`config.mk`:
```
export PLATFORM = sky130hd
export DESIGN_NAME = multi_tag_logic
export DESIGN_NICKNAME = d
export VERILOG_FILES = /design/src/rtl/multi_tag_logic.sv
export SDC_FILE = /design/constraint.sdc
export NUM_CORES = 1
export LEC_CHECK = 0
export CAP_MARGIN = 20
export CORE_MARGIN = 1.5
export CORE_UTILIZATION = 44
export CTS_BUF_LIST = sky130_fd_sc_hd__clkbuf_8
export DETAILED_ROUTE_END_ITERATION = 10
export HOLD_SLACK_MARGIN = 0.05
export PLACE_DENSITY = 0.81
export SETUP_SLACK_MARGIN = 0.3
export SLEW_MARGIN = 20
export SYNTH_ARGS = -nofsm -noshare
export SYNTH_HDL_FRONTEND = slang
export SYNTH_SLANG_ARGS = --single-unit
```
`constraint.sdc`:
```
create_clock -name clk -period 3.03 [get_ports clk]
set_input_delay 0.909 -clock clk [delete_from_list [all_inputs] [get_ports clk]]
set_output_delay 0.909 -clock clk [all_outputs]
set_load 0.02 [all_outputs]
```
`src/rtl/multi_tag_logic.sv`:
```
// Tag sequencer for a load -> compute (with reuse passes) -> store buffer pipeline.
// Tags are handed out round-robin and walk through each phase strictly in allocation order.
module multi_tag_logic #(
  parameter int NUM_TAGS      = 2,
  parameter int TAG_W         = 1,
  parameter int REUSE_CNT_W   = 3,
  parameter int STORE_ENABLED = 1
) (
  input  logic                            clk,
  input  logic                            reset_n,
  input  logic                            tag_req,
  input  logic                            tag_reuse,
  input  logic                            tag_flush,
  input  logic                            tag_bias_prev_sw,
  input  logic                            tag_ddr_pe_sw,
  output logic                            tag_ready,
  output logic                            tag_done,
  output logic [TAG_W-1:0]                tag_id,
  output logic                            ldmem_tag_ready,
  input  logic                            ldmem_tag_done,
  output logic [TAG_W-1:0]                ldmem_tag,
  output logic                            compute_tag_ready,
  input  logic                            compute_tag_done,
  output logic [TAG_W-1:0]                compute_tag,
  output logic                            compute_bias_prev_sw,
  output logic                            stmem_tag_ready,
  input  logic                            stmem_tag_done,
  output logic [TAG_W-1:0]                stmem_tag,
  output logic                            stmem_ddr_pe_sw,
  output logic                            next_compute_tag,
  output logic                            reuse_overflow,
  output logic [3*NUM_TAGS-1:0]           dbg_tag_state,
  output logic [REUSE_CNT_W*NUM_TAGS-1:0] dbg_reuse_cnt
);

  // Handshake: each phase engine sees *_tag_ready as valid for its tag; a *_tag_done
  // input is consumed only on a rising clk edge where the matching ready is high.
  typedef enum logic [2:0] {
    TS_FREE    = 3'd0,
    TS_LDMEM   = 3'd1,
    TS_COMPUTE = 3'd2,
    TS_CHECK   = 3'd3,
    TS_STMEM   = 3'd4
  } tag_state_e;

  localparam logic [REUSE_CNT_W-1:0] CNT_ONE = REUSE_CNT_W'(1);
  localparam logic [REUSE_CNT_W-1:0] CNT_MAX = '1;

  tag_state_e             state_q [NUM_TAGS];
  tag_state_e             state_d [NUM_TAGS];
  logic [REUSE_CNT_W-1:0] cnt_q   [NUM_TAGS];
  logic [REUSE_CNT_W-1:0] cnt_d   [NUM_TAGS];
  logic                   flush_q [NUM_TAGS];
  logic                   flush_d [NUM_TAGS];
  logic                   bias_q  [NUM_TAGS];
  logic                   bias_d  [NUM_TAGS];
  logic                   pend_q  [NUM_TAGS];
  logic                   pend_d  [NUM_TAGS];
  logic                   ddr_q   [NUM_TAGS];
  logic                   ddr_d   [NUM_TAGS];

  logic [TAG_W-1:0] alloc_ptr_q, alloc_ptr_d;
  logic [TAG_W-1:0] ld_ptr_q, ld_ptr_d;
  logic [TAG_W-1:0] cmp_ptr_q, cmp_ptr_d;
  logic [TAG_W-1:0] st_ptr_q, st_ptr_d;
  logic [TAG_W-1:0] last_ptr_q, last_ptr_d;
  logic             ovf_q, ovf_d;

  logic             req_acc, ld_fire, cmp_fire, st_fire;
  logic             reuse_ok, reuse_sat;
  logic [TAG_W-1:0] reuse_tgt;

  function automatic logic [TAG_W-1:0] ptr_inc(input logic [TAG_W-1:0] p);
    if (p == TAG_W'(NUM_TAGS - 1)) return '0;
    return p + TAG_W'(1);
  endfunction

  assign tag_id               = alloc_ptr_q;
  assign ldmem_tag            = ld_ptr_q;
  assign compute_tag          = cmp_ptr_q;
  assign stmem_tag            = st_ptr_q;
  assign tag_ready            = (state_q[alloc_ptr_q] == TS_FREE);
  assign ldmem_tag_ready      = (state_q[ld_ptr_q] == TS_LDMEM);
  assign compute_tag_ready    = (state_q[cmp_ptr_q] == TS_COMPUTE);
  assign stmem_tag_ready      = (state_q[st_ptr_q] == TS_STMEM);
  assign compute_bias_prev_sw = bias_q[cmp_ptr_q];
  assign stmem_ddr_pe_sw      = ddr_q[st_ptr_q];
  assign reuse_overflow       = ovf_q;
  assign next_compute_tag     = (state_q[cmp_ptr_q] == TS_CHECK) &&
                                (cnt_q[cmp_ptr_q] == '0) && flush_q[cmp_ptr_q];

  assign req_acc  = tag_req && tag_ready;
  assign ld_fire  = ldmem_tag_ready && ldmem_tag_done;
  assign cmp_fire = compute_tag_ready && compute_tag_done;
  assign st_fire  = stmem_tag_ready && stmem_tag_done;

  // A reuse issued together with an accepted request belongs to the new tag.
  assign reuse_tgt = req_acc ? alloc_ptr_q : last_ptr_q;
  assign reuse_ok  = tag_reuse && (req_acc || ((state_q[last_ptr_q] != TS_FREE) &&
                                               (state_q[last_ptr_q] != TS_STMEM)));
  assign reuse_sat = req_acc ? (CNT_ONE == CNT_MAX) : (cnt_q[last_ptr_q] == CNT_MAX);

  always_comb begin
    tag_done = 1'b1;
    for (int i = 0; i < NUM_TAGS; i++) begin
      if (state_q[i] != TS_FREE) tag_done = 1'b0;
      dbg_tag_state[3*i +: 3]                     = state_q[i];
      dbg_reuse_cnt[REUSE_CNT_W*i +: REUSE_CNT_W] = cnt_q[i];
    end
  end

  always_comb begin
    state_d     = state_q;
    cnt_d       = cnt_q;
    flush_d     = flush_q;
    bias_d      = bias_q;
    pend_d      = pend_q;
    ddr_d       = ddr_q;
    alloc_ptr_d = alloc_ptr_q;
    ld_ptr_d    = ld_ptr_q;
    cmp_ptr_d   = cmp_ptr_q;
    st_ptr_d    = st_ptr_q;
    last_ptr_d  = last_ptr_q;
    ovf_d       = ovf_q;

    if (ld_fire) begin
      state_d[ld_ptr_q] = TS_COMPUTE;
      ld_ptr_d          = ptr_inc(ld_ptr_q);
    end

    if (cmp_fire) begin
      state_d[cmp_ptr_q] = TS_CHECK;
      if (cnt_q[cmp_ptr_q] != '0) cnt_d[cmp_ptr_q] = cnt_q[cmp_ptr_q] - CNT_ONE;
    end else if (state_q[cmp_ptr_q] == TS_CHECK) begin
      if (cnt_q[cmp_ptr_q] != '0) begin
        state_d[cmp_ptr_q] = TS_COMPUTE;
        bias_d[cmp_ptr_q]  = pend_q[cmp_ptr_q];
      end else if (flush_q[cmp_ptr_q]) begin
        state_d[cmp_ptr_q] = (STORE_ENABLED != 0) ? TS_STMEM : TS_FREE;
        cmp_ptr_d          = ptr_inc(cmp_ptr_q);
      end
    end

    if (st_fire) begin
      state_d[st_ptr_q] = TS_FREE;
      st_ptr_d          = ptr_inc(st_ptr_q);
    end

    if (req_acc) begin
      state_d[alloc_ptr_q] = TS_LDMEM;
      cnt_d[alloc_ptr_q]   = CNT_ONE;
      flush_d[alloc_ptr_q] = 1'b0;
      bias_d[alloc_ptr_q]  = tag_bias_prev_sw;
      pend_d[alloc_ptr_q]  = tag_bias_prev_sw;
      ddr_d[alloc_ptr_q]   = tag_ddr_pe_sw;
      last_ptr_d           = alloc_ptr_q;
      alloc_ptr_d          = ptr_inc(alloc_ptr_q);
    end

    // A reuse and a pass completing on the same tag cancel out.
    if (reuse_ok) begin
      pend_d[reuse_tgt] = tag_bias_prev_sw;
      ddr_d[reuse_tgt]  = tag_ddr_pe_sw;
      if (reuse_sat) begin
        ovf_d = 1'b1;
      end else if (cmp_fire && (reuse_tgt == cmp_ptr_q)) begin
        cnt_d[reuse_tgt] = cnt_q[reuse_tgt];
      end else if (req_acc) begin
        cnt_d[reuse_tgt] = CNT_ONE + CNT_ONE;
      end else begin
        cnt_d[reuse_tgt] = cnt_q[reuse_tgt] + CNT_ONE;
      end
    end

    if (tag_flush && (state_q[last_ptr_q] != TS_FREE)) flush_d[last_ptr_q] = 1'b1;
  end

  always_ff @(posedge clk or negedge reset_n) begin
    if (!reset_n) begin
      for (int i = 0; i < NUM_TAGS; i++) begin
        state_q[i] <= TS_FREE;
        cnt_q[i]   <= '0;
        flush_q[i] <= 1'b0;
        bias_q[i]  <= 1'b0;
        pend_q[i]  <= 1'b0;
        ddr_q[i]   <= 1'b0;
      end
      alloc_ptr_q <= '0;
      ld_ptr_q    <= '0;
      cmp_ptr_q   <= '0;
      st_ptr_q    <= '0;
      last_ptr_q  <= '0;
      ovf_q       <= 1'b0;
    end else begin
      state_q     <= state_d;
      cnt_q       <= cnt_d;
      flush_q     <= flush_d;
      bias_q      <= bias_d;
      pend_q      <= pend_d;
      ddr_q       <= ddr_d;
      alloc_ptr_q <= alloc_ptr_d;
      ld_ptr_q    <= ld_ptr_d;
      cmp_ptr_q   <= cmp_ptr_d;
      st_ptr_q    <= st_ptr_d;
      last_ptr_q  <= last_ptr_d;
      ovf_q       <= ovf_d;
    end
  end

endmodule

```
======== Word level (Yosys, flattened, before mapping) ========
Index checks and enable logic that the tools add are counted.
word-level totals
  register bits ........................... 26
  latch bits .............................. 0
  memory bits (writable) .................. 0
  ROM bits ................................ 0
  bits of input ports ..................... 10
  output and inout bits ................... 25
  word-level logic and storage cells ...... 211
  memories kept ........................... 0
cells by class
  add/subtract/negate cells ............... 6
  multiply operators ...................... 0
  div/mod/pow operators ................... 0
  order comparisons ....................... 12
  eq/ne operators ......................... 7
  shifts and indexed selects .............. 0
  muxes and demuxes ....................... 110
  bitwise logic cells ..................... 33
  reductions and logical operators ........ 25
operator list
  cell                                                                          number
  3-bit two-way mux                                                             29
  6-bit two-way mux                                                             14
  1-bit two-way mux                                                             39
  4-bit AND                                                                     6
  2-bit two-way mux                                                             10
  4-bit inverter                                                                5
  6-bit bitwise mux                                                             3
  1-bit logical AND                                                             16
  3-bit demux with 1-bit select                                                 5
  2-bit bitwise OR                                                              7
  2-bit bitwise mux                                                             6
  2-bit greater-or-equal comparator, second input constant                      6
  2-bit by 1-bit less-than comparator with 1-bit output, second input constant  6
  1-bit inverter with 2-bit output                                              6
  3-bit nonzero test                                                            4
  6-bit AND                                                                     1
  3-bit by 2-bit == test with 1-bit output, second input constant               2
  3-bit == test, second input constant                                          2
  3-bit zero test                                                               2
  6-bit inverter                                                                1
  1-bit adder, second input constant                                            4
  2-bit AND                                                                     2
  1-bit demux with 1-bit select                                                 4
  2-bit inverter                                                                2
  10 further kinds                                                              11

======== Longest topological paths before layout ========
  depth in word-level cells ............... 18
  mapped depth ............................ 12
  mapped depth without buffers ............ 11

======== Least setup slack after synthesis ========
No wires, ideal clock.
  path type ............................... register -> output
  from .................................... register cmp_ptr_q, in the netlist compute_tag
  to ...................................... output port next_compute_tag
  arrival ................................. 1.839 ns
  required time ........................... 2.121 ns
  slack ................................... 0.282 ns
  stages on the path, launching flop included .. 8
  buffers on the path ..................... 1
  cell sequence ........................... dfrtp_1 buf_2 mux2i_1 ha_1 ha_1 nor2_1 nor3b_1 a21o_1
between the ends
  cells in the longest elaborated chain, start to end .. 7
  elaborated cells on any way between the ends .. 14
  those cells by class .................... 1 x eq/ne; 9 x mux; 1 x bitwise; 3 x reduce/logical
RTL lines
  element                                                                             RTL line  text
  from (decl)                                                                         64        logic [TAG_W-1:0] cmp_ptr_q, cmp_ptr_d;
  from (signal assigned)                                                              203       cmp_ptr_q <= cmp_ptr_d;
  1-bit inverter with 2-bit output (not written as such) *                            89, 90
  3-bit two-way mux, on equally long branches (3 in series)                           89, 90
  3-bit by 2-bit == test with 1-bit output / 3-bit zero test (equally long branches)  89, 90
  1-bit logical AND                                                                   89        assign next_compute_tag = (state_q[cmp_ptr_q] == TS_CHECK) &&
  1-bit logical AND *                                                                 90        (cnt_q[cmp_ptr_q] == '0) && flush_q[cmp_ptr_q];
  to (decl)                                                                           30        output logic next_compute_tag,
Mark *: on every way between the ends. The rest lies on a longest branch, timed or not. The select of a mux whose other input is x is not followed.

======== Final worst setup path ========
Ends and elaborated chain as after synthesis.

==> reports/metrics.yaml <==
timing:
  final.min_clock_period_ns: 2.72
  hold_violations: 0
  relSlewSlack_pct: 73.9
  fin_setup_tns_ns: 0
  worstMarginPinSlew_ns: 0.391
  setup_viol: 0
  period_share_pct: 89.7
  finClkSkew_ns: 0.00205
  rsz0062_at_grt: "true"
  max_freq_ghz: 0.368
  drv_slew: 0
hold_path:
  hold_path.class: "reg -> reg"
  hp-start: "flush_q[1]"
  hold-path-endpoint: "flush_q[1]"
  holdPathStages: 1
worst_setup_path:
  r2r_start: "dbg_tag_state[5]"
  arrival_ns: 1.81
  worstSetupEndpointType: "output port"
  path_max_fanout: 4
  reg2reg_slack_ns: 0.66
  worstReg2RegEnd: "dbg_reuse_cnt[4]"
  crit_type: "reg -> out"
  crit_required_ns: 2.12
  start_kind: "register"
  ff2ff_path_depth: 11
  cp-startpoint: "compute_tag"
synthesis:
  synth_commonest_cells: "26 x dfrtp_1, 26 x nand2_1, 19 x nor2_1"
  syn_nets: 192
  synth_edf_count: 0
  synthArstFlopShare_pct: 100
  synth_flop_cell: "dfrtp_1"
  syn_area_sq_um: 1650
  syn_area_per_cell_sq_um: 9.22
  yosys-top-cells-area: "dfrtp_1 39%, nand2_1 5.9%, mux2i_1 4.9%, mux2_2 4.8%, nor2_1 4.3%"
  syn_inst: 179
  netlist.area_leader.share_pct: 39.4
  synth-warning-count: 0
  synth-seq-cells: 26
  synth.distinct_cells: 50
  yosys.area.top_type: "dfrtp_1"
  synth-seq-area-share_pct: 39.4
detailed_routing:
  wl_mm: 4.40
  wire_per_inst_um: 15.8
  drtIter0Drc: 211
  vias: 1611
  drc: 0
  first_pass_iters: 4
  vias_per_cell: 5.79
  drtAntennaViolNets: 0
layout:
  diodes: 0
  syn_to_final_growth_pct: 36.9
  multi_input_area_sq_um: 987
  fillCellCount: 332
  drive_gt1_share_pct: 21.3
  regArea_sq_um: 656
  fin_nets: 244
  fin_cells: 278
  design_area_sq_um: 2260
global_route:
  grt_use_total_pct: 22.5
  antenna_found_initial: 0
  grt_max_degree: 27
  grt_pass1_vias: 1555
  grt_first_pass_wirelength_mm: 7.42
  grt-ovfl-total: 0
clock_tree:
  cts_root_buf: "clkbuf_8"
  cts.clk_slew.worst_paths_ns: 0.09
  cts_buffers: 3
  cts_tree: "built"
  clk_latency_ns: 0.27
  cts_sinks: 26
  ctsHoldBuffers: 0
  h-tree-depth: 1
  clk_path_buf_depth: 2
die:
  coreArea_sq_um: 3630
  die_width_um: 64.2
  start_util_pct: 45.4
  die_height_um: 64.2
  dieArea_sq_um: 4130
  ios: 35
  rows: 22
placement:
  gp_congestion: 0.927
  portBuffers: 34
  dpl.cell_count: 272
  placed_cell_area_sq_um: 2140
  dp.final_hpwl_mm: 3.21
run:
  cap_violations: 0
power_and_ir_drop:
  power_leakage_uw: 0.000986
  power_density_nw_per_um2: 1270
  peakVddDrop_mv: 0.557
run_status:
  status: "finished, final reports clean"
==> cells by family after synthesis <==
group	after synthesis	share of synthesized area, %
simple gates	76	24.0
xor+xnor	1	0.531
mux	15	9.63
flops	26	39.4
compound gates	49	21.3
fa+ha+maj	3	2.27
buf+inv	9	2.80
==> repair_timing <==
action,CTS,global route
pin swaps,1,4
gates resized for setup,12,10
setup endpoints to repair,6,2
cloned,0,0
buffers inserted,0,2
==> flip-flops by register name (all words and copies together), names as in the netlist, 2 cells and up <==
name,flops
dbg_tag_state,6
bias_q,2
dbg_reuse_cnt,6
pend_q,2
ddr_q,2
flush_q,2
==> where the power goes <==
group	internal (uW)	switching, uW
Sequential	526	237
Clock	177	113
Combinational	885	932
==> final cells by class <==
| type | count | area share [%] |
|---|---|---|
| clock inverter | 1 | 1.33 |
| inverter | 4 | 0.664 |
| tap | 48 | 2.66 |
| sequential | 26 | 29.0 |
| timing repair buffer | 52 | 20.8 |
| clock buffer | 3 | 1.83 |
| multi-input combinational | 144 | 43.7 |
==> how the worst max path moves through the flow <==
stage                       end  cells past startpoint  slack (ns)
3_3_place_gp   dbg_reuse_cnt[4]                     10        0.21
5_1_grt        next_compute_tag                      7        0.24
4_1_cts        next_compute_tag                      7        0.13
6_report       next_compute_tag                      7        0.31
2_1_floorplan  next_compute_tag                      7        0.36
3_5_place_dp   next_compute_tag                      7        0.10
==> cells in the final DEF, fill, tap and decap left out, types with 3 or more instances in the layout <==
cell,instances
buf_4,18
nand3_1,7
clkdlybuf4s50_1,28
dfrtp_2,4
mux2_2,7
dlygate4sd2_1,5
nor2b_1,3
and2_1,3
mux2i_1,7
nor2_1,17
o21ai_0,11
nand2_1,26
a31oi_1,4
clkbuf_8,3
a32o_1,3
inv_1,3
a21oi_1,8
dfrtp_1,22
o211ai_1,3
==> metal layers <==
layer / vias to the layer above / share of wire (%) / GRT usage [%]
met2: 63 / 48 / 37.1
met3: 4 / 5.0 / 2.11
met1: 779 / 46 / 31.0
met4: 0 / 0.95 / 7.71
li1: 765 / - / -
met5: - / 0 / 0
==> metrics by stage <==
stage	hold WS (ns)	setup slack, ns	utilization (%)	total power (uW)
floorplan	0.458	0.358	-	1820
global placement	0.468	0.213	59.0	2460
detailed placement	0.478	0.101	59.0	2500
CTS	0.498	0.134	61.0	2780
global route	0.519	0.243	62.2	3080
finish	0.497	0.312	62.2	2870
==> critical path, cell delays in order (launching register included) <==
cell,delay [ns]
dfrtp_2,0.42
mux2i_2,0.23
ha_2,0.22
ha_4,0.15
nor2_4,0.04
nor3b_2,0.23
a21o_1,0.13
buf_6,0.11
(Power assumes the default switching activity.)
